### src/rtl/uart_frame_sender.sv
// uart_frame_sender: frames (A,B) pairs as HEADER,A,B and feeds a byte-wide UART.
// Define FRAME_CHECKSUM_EN to append a fourth byte, HEADER ^ A ^ B.
module uart_frame_sender #(
    parameter logic [7:0] HEADER       = 8'h0A,
    parameter int         EN_CYCLES    = 3,
    parameter int         BUSY_TIMEOUT = 16
) (
    input  logic       sysclk,
    input  logic       reset,
    input  logic       req_valid,
    input  logic [7:0] req_a,
    input  logic [7:0] req_b,
    output logic       req_ready,
    input  logic       tx_status,
    output logic [7:0] tx_data,
    output logic       tx_en,
    output logic       busy,
    output logic       frame_done,
    output logic       timeout_err
);

    localparam logic [2:0] IDLE      = 3'd0;
    localparam logic [2:0] LOAD      = 3'd1;
    localparam logic [2:0] PULSE     = 3'd2;
    localparam logic [2:0] WAIT_BUSY = 3'd3;
    localparam logic [2:0] WAIT_IDLE = 3'd4;
    localparam logic [2:0] NEXT      = 3'd5;

`ifdef FRAME_CHECKSUM_EN
    localparam logic [1:0] LAST_IDX = 2'd3;
`else
    localparam logic [1:0] LAST_IDX = 2'd2;
`endif

    localparam logic [3:0] EN_LOAD = 4'(EN_CYCLES - 1);
    localparam logic [7:0] TO_LOAD = 8'(BUSY_TIMEOUT - 1);

    logic [2:0] state;
    logic [1:0] idx;
    logic [3:0] en_cnt;
    logic [7:0] to_cnt;

    logic       rsv_full;
    logic [7:0] rsv_a;
    logic [7:0] rsv_b;
    logic [7:0] act_a;
    logic [7:0] act_b;
`ifdef FRAME_CHECKSUM_EN
    logic [7:0] act_ck;
`endif

    logic       accept;
    logic       handover;
    logic [7:0] cur_byte;

    assign req_ready  = ~rsv_full;
    assign accept     = req_valid & ~rsv_full;
    assign handover   = (state == IDLE) & rsv_full;

    assign tx_en      = (state == PULSE);
    assign busy       = (state != IDLE);
    assign frame_done = (state == NEXT) && (idx == LAST_IDX);

    // Reserve slot: filled on accept, emptied when the FSM takes it over.
    always_ff @(posedge sysclk or posedge reset) begin
        if (reset) begin
            rsv_full <= 1'b0;
            rsv_a    <= 8'h00;
            rsv_b    <= 8'h00;
        end else if (accept) begin
            rsv_a    <= req_a;
            rsv_b    <= req_b;
            rsv_full <= 1'b1;
        end else if (handover) begin
            rsv_full <= 1'b0;
        end
    end

    // Active frame registers, loaded from the reserve at handover.
    always_ff @(posedge sysclk or posedge reset) begin
        if (reset) begin
            act_a  <= 8'h00;
            act_b  <= 8'h00;
`ifdef FRAME_CHECKSUM_EN
            act_ck <= 8'h00;
`endif
        end else if (handover) begin
            act_a  <= rsv_a;
            act_b  <= rsv_b;
`ifdef FRAME_CHECKSUM_EN
            act_ck <= HEADER ^ rsv_a ^ rsv_b;
`endif
        end
    end

    // Select the byte for the current index.
    always_comb begin
        cur_byte = HEADER;
        case (idx)
            2'd1:    cur_byte = act_a;
            2'd2:    cur_byte = act_b;
`ifdef FRAME_CHECKSUM_EN
            2'd3:    cur_byte = act_ck;
`endif
            default: cur_byte = HEADER;
        endcase
    end

    // Byte sequencer: load, strobe, wait for the UART to take and finish the byte.
    always_ff @(posedge sysclk or posedge reset) begin
        if (reset) begin
            state       <= IDLE;
            idx         <= 2'd0;
            en_cnt      <= 4'd0;
            to_cnt      <= 8'd0;
            tx_data     <= 8'h00;
            timeout_err <= 1'b0;
        end else begin
            case (state)
                IDLE: begin
                    if (handover) begin
                        idx   <= 2'd0;
                        state <= LOAD;
                    end
                end
                LOAD: begin
                    tx_data <= cur_byte;
                    en_cnt  <= EN_LOAD;
                    if (tx_status) begin
                        state <= PULSE;
                    end
                end
                PULSE: begin
                    if (en_cnt == 4'd0) begin
                        to_cnt <= TO_LOAD;
                        state  <= WAIT_BUSY;
                    end else begin
                        en_cnt <= en_cnt - 4'd1;
                    end
                end
                WAIT_BUSY: begin
                    if (!tx_status) begin
                        state <= WAIT_IDLE;
                    end else if (to_cnt == 8'd0) begin
                        timeout_err <= 1'b1;
                        state       <= NEXT;
                    end else begin
                        to_cnt <= to_cnt - 8'd1;
                    end
                end
                WAIT_IDLE: begin
                    if (tx_status) begin
                        state <= NEXT;
                    end
                end
                NEXT: begin
                    if (idx == LAST_IDX) begin
                        state <= IDLE;
                    end else begin
                        idx   <= idx + 2'd1;
                        state <= LOAD;
                    end
                end
                default: state <= IDLE;
            endcase
        end
    end

endmodule

### config.mk
export PLATFORM = sky130hd
export DESIGN_NAME = uart_frame_sender
export DESIGN_NICKNAME = d
export VERILOG_FILES = /design/src/rtl/uart_frame_sender.sv
export SDC_FILE = /design/constraint.sdc
export NUM_CORES = 1
export LEC_CHECK = 0
export CAP_MARGIN = 30
export CORE_MARGIN = 8
export CORE_UTILIZATION = 25
export CTS_CLUSTER_DIAMETER = 30
export CTS_CLUSTER_SIZE = 28
export DETAILED_ROUTE_END_ITERATION = 12
export GPL_TIMING_DRIVEN = 0
export SETUP_SLACK_MARGIN = 0.1
export SYNTH_ARGS = -nofsm -noshare
export SYNTH_HDL_FRONTEND = slang
export SYNTH_SLANG_ARGS = --single-unit
### constraint.sdc
create_clock -name sysclk -period 4.8 [get_ports sysclk]
set_input_delay 0.72 -clock sysclk [delete_from_list [all_inputs] [get_ports sysclk]]
set_output_delay 0.72 -clock sysclk [all_outputs]
set_load 0.1 [all_outputs]
; Word-level counts from Yosys, hierarchy flattened
; Index checks and enable logic that the tools add are counted.
[classes]
n_bitwise = 3
addsub = 3
reduce_logical = 14
n_eq_ne = 16
muxes = 20
[ops]
columns = cell, n
row1 = $pmux 8 s2, 2
row2 = $mux 8, 3
row3 = $mux 3, 6
row4 = $pmux 3 s6, 1
row5 = $ne 2x2->1 const B, 7
row6 = $logic_not 8->1, 1
row7 = $pmux 4 s2, 1
row8 = $reduce_bool 2->1, 4
row9 = $sub 8x1->8 const B, 1
row10 = $eq 3x2->1 const B, 2
row11 = $eq 3x3->1 const B, 2
row12 = $reduce_and 3->1, 2
row13 = $reduce_and 5->1, 1
row14 = $logic_not 4->1, 1
row15 = $mux 2, 2
row16 = $mux 4, 1
row17 = $pmux 2 s2, 1
row18 = $reduce_and 4->1, 1
row19 = $sub 4x1->4 const B, 1
row20 = $eq 3x1->1 const B, 1
row21 = $logic_not 3->1, 1
row22 = $mux 1, 3
row23 = $ne 3x3->1 const B, 1
row24 = $reduce_bool 3->1, 1
row25 = 8 further kinds, 9
[word_totals]
output_inout_bits = 13
ff_bits = 59
elab_cells = 67
in_bits = 20

; Logic depth before layout (Yosys ltp)
[logic_depth]
depth_word = 4
ltp_mapped = 7
ltp_nobuf = 6

; Least setup slack after synthesis
; OpenSTA, ideal clock, no wires.
[synth_path]
kind = register -> output
start = register idx[0]
end = output port frame_done
n_path_buf = 1
arrival_time_ps = 2157
required_time_ps = 4080
path_stages_with_launch = 6
setup_slack_ps = 1923
cell_sequence = dfrtp_1 > inv_1 > ha_1 > clkbuf_1 > nand2_1 > nor2_1
[synth_between]
elab_chain_len = 2
[synth_lines]
columns = item, line_no
row1 = from (decl), 39  ; logic [1:0] idx;
row2 = from (signal assigned), 160  ; idx <= idx + 2'd1;
row3 = $eq 2x2->1, 62  ; assign frame_done = (state == NEXT) && (idx == LAST_IDX);
row4 = $logic_and 1x1->1, 62
row5 = to (decl), 18  ; output logic frame_done,
; Every way passes these cells.

; Final worst setup path
; Same ends and word-level chain as after synthesis.

==> impl_metrics.yaml <==
clock_tree:
  post_cts_resized: 0
  clk_latency_ns: 0.34
  post_cts_buffers: 0
  clkTransAtPathRegs_ns: 0.07
  numCtsBuffers: 9
  root_buffer: "clkbuf_8"
  htree_levels: 3
  cts_hold_buf: 0
  cts_tree: "yes"
  ctsLongestPathBuffers: 2
  cts.sinks: 59
global_route:
  grt_pass1_wl_mm: 10.1
  grt_max_degree: 33
  antenna_found_initial: 0
  grt.overflow.total: 0
  grt_usage_pct: 8.76
  grt_pass1_vias: 2039
logic_synthesis:
  syn_inst: 231
  synth_top_cell_by_area: "dfrtp_1"
  synth_top_area_share_pct: 54.2
  synth-seq-area-share_pct: 54.2
  synth_edf_count: 0
  synthArstFlopShare_pct: 100
  synth_seq_cells: 59
  syn-num-nets: 257
  syn-cell-area_um2: 2720
  yosysWarnings: 0
  synth.distinct_cells: 46
  netlist_top_cells_area: "dfrtp_1 (54%), mux2_2 (12%), ha_1 (2.8%)"
  avgSynthCellArea_um2: 11.8
  synth_flop_cell: "dfrtp_1"
pwr:
  leakage_nw: 1.42
  power_switching_mw: 0.970
  p_clk_share_pct: 22.0
  combPwrFrac_pct: 42.7
  ir_drop_mv: 0.317
  p_int_mw: 1.44
  switching_share_pct: 40.3
  cellPowerDensity_nw_per_um2: 693
  seqPwrFrac_pct: 35.3
placed_design:
  io_buffers: 32
  place.gp.congestion: 0.796
  post_dp_cell_area_um2: 3240
  dp_hpwl_mm: 4.21
routing:
  routed_wl_mm: 5.97
  wl_per_cell_um: 14.2
  first_iter_violations: 60
  via_per_inst: 4.54
  first_pass_iters: 4
  drc: 0
  antenna_left: 0
  num_vias: 1905
final_layout:
  multiInputGateArea_um2: 1130
  fin_area_um2: 3470
  fillCellCount: 1150
  fin_nets: 301
  antenna_cells: 0
  seqCellArea_um2: 1480
  drive_above_1_share_pct: 20.0
  syn_to_final_growth_pct: 27.6
  post-route-util_pct: 32.3
floorplan:
  boundaryPins: 33
  die_w_um: 120
  die_y_um: 120
  dieArea_um2: 14500
  core_area_um2: 10700
  rows: 38
  initial_core_util_pct: 25.3
worst_setup_path:
  cp_max_fo: 10
  critPathRequiredTime_ns: 4.08
  critPathCaptureType: "output port"
  arrival_ns: 2.72
  criticalPathCategory: "flop to output port"
  start_kind: "flop"
sta:
  hold_viol_final: 0
  timing.hold.ws_ns: 0.488
  fin_crit_sh_pct: 71.8
  relSlewSlack_pct: 31.3
  final_max_slew_viol_count: 0
  setup-tns-final_ns: 0
  fin_crit_ns: 3.44
  worst_pin_slew_ns: 1.03
  rsz0062_at_grt: "no"
  max_freq_mhz: 290
  finalSetupViolCount: 0
  skew_ns: 0.00733
worst_hold_path:
  hold_path.class: "flop to flop"
status:
  status: "complete, no violations"
job:
  maxCapViolations: 0
==> power groups by stage <==
stage / clock [mW] / sequential [mW] / combinational [mW]
2_1_floorplan: 0 / 0.948 / 0.680
3_3_place_gp: 0 / 0.852 / 1.02
3_5_place_dp: 0 / 0.860 / 1.04
4_1_cts: 0.541 / 0.851 / 1.04
5_1_grt: 0.563 / 0.881 / 1.12
6_report: 0.530 / 0.849 / 1.03
==> worst paths after layout <==
| kind | start | end | slack, ns | cells past startpoint |
|---|---|---|---|---|
| hold reg to reg | timeout_err | timeout_err | 0.49 | 1 |
| min in group asynchronous | reset | to_cnt[6] | 0.80 | 2 |
| setup reg to reg | en_cnt[0] | to_cnt[1] | 2.74 | 7 |
| hold / removal | timeout_err | timeout_err | 0.49 | 1 |
| setup / recovery | idx[0] | frame_done | 1.36 | 6 |
| max in group asynchronous | reset | rsv_b[3] | 3.42 | 3 |
==> flip-flops by register name, indices dropped and copies added (netlist names) <==
register and cells:
act_a 8, act_b 8, en_cnt 4, idx 2, rsv_a 8, rsv_b 8
rsv_full 1, state 3, timeout_err 1, to_cnt 8, tx_data 8
==> synth_stat cells, types with 2 or more instances <==
| cell | number |
|---|---|
| a21oi_1 | 6 |
| a221oi_1 | 3 |
| a22oi_1 | 6 |
| and2_1 | 2 |
| buf_1 | 3 |
| buf_2 | 2 |
| buf_6 | 2 |
| clkbuf_1 | 4 |
| dfrtp_1 | 59 |
| ha_1 | 6 |
| inv_1 | 11 |
| mux2_1 | 5 |
| mux2_2 | 28 |
| mux2i_1 | 2 |
| nand2_1 | 15 |
| nand2b_1 | 4 |
| nand3_1 | 3 |
| nand4b_1 | 2 |
| nor2_1 | 12 |
| nor2b_1 | 3 |
| nor3_1 | 3 |
| o2111ai_1 | 2 |
| o211ai_1 | 2 |
| o21ai_0 | 8 |
| o21ai_1 | 3 |
| o31ai_1 | 7 |
| or3_1 | 4 |
| or4_1 | 2 |
| xnor2_1 | 5 |
==> critical path, stage by stage (launching register included) <==
cell and delay [ns]:
dfrtp_1 0.40, inv_1 0.07, ha_1 0.13, clkbuf_1 0.41
nand2_1 0.11, nor2_1 0.11, clkdlybuf4s50_1 1.15
==> cells by family (layout without fill, tap and decap cells) <==
family                   Yosys count  after routing  share of synthesized area [%]
flip-flops                        59             59                           54.2
XOR/XNOR                           5              5                           1.61
AO/OA/AOI/OAI                     45             45                           11.3
adder cells (fa/ha/maj)            6              6                           2.76
multiplexers                      35             35                           14.4
AND/OR/NAND/NOR                   57             57                           11.6
buffers and inverters             24             73                           4.09
==> cells in the final DEF, fill, tap and decap left out, types with 2 or more instances in the layout <==
master           count
nor2b_1              3
clkbuf_1             4
clkbuf_8            11
nor3_1               3
mux2_2              28
xnor2_1              5
nand2_1             15
inv_1               10
a21oi_1              6
a22oi_1              6
and2_1               2
nand2b_1             4
o21ai_0              8
nand3_1              3
a221oi_1             3
buf_2                2
buf_1                3
o211ai_1             2
mux2_1               5
ha_1                 6
o31ai_1              7
bufinv_16            2
o2111ai_1            2
mux2i_1              2
o21ai_1              3
clkdlybuf4s50_1     32
or4_1                2
inv_2                2
clkinv_4             2
dfrtp_1             59
buf_6                2
nor2_1              12
or3_1                4
nand4b_1             2
==> area by class of cell <==
class                           instances  share of cell area (%)
Sequential cell                        59                    42.5
Clock buffer                           11                    4.36
Timing Repair Buffer                   33                    9.79
Buffer                                 12                    1.91
Clock inverter                          5                    2.45
Inverter                               12                    1.30
Multi-Input combinational cell        148                    32.7
Tap cell                              140                    5.04
==> through the flow <==
stage | std cells | power (mW) | worst slack (ns)
4_1_cts | 420 | 2.43 | 1.32
6_report | 420 | 2.41 | 1.36
2_1_floorplan | 231 | 1.63 | 1.92
3_5_place_dp | 404 | 1.90 | 1.68
3_3_place_gp | 403 | 1.87 | 1.48
5_1_grt | 420 | 2.57 | 1.20
==> layer usage <==
layer | vias up | GRT usage [%] | share of wire, %
met3 | 11 | 2.84 | 4.9
met5 | - | 0 | 0
li1 | 915 | - | -
met2 | 57 | 14.1 | 47
met1 | 922 | 10.7 | 47
met4 | 0 | 3.28 | 1.3
(Power assumes the default switching activity.)
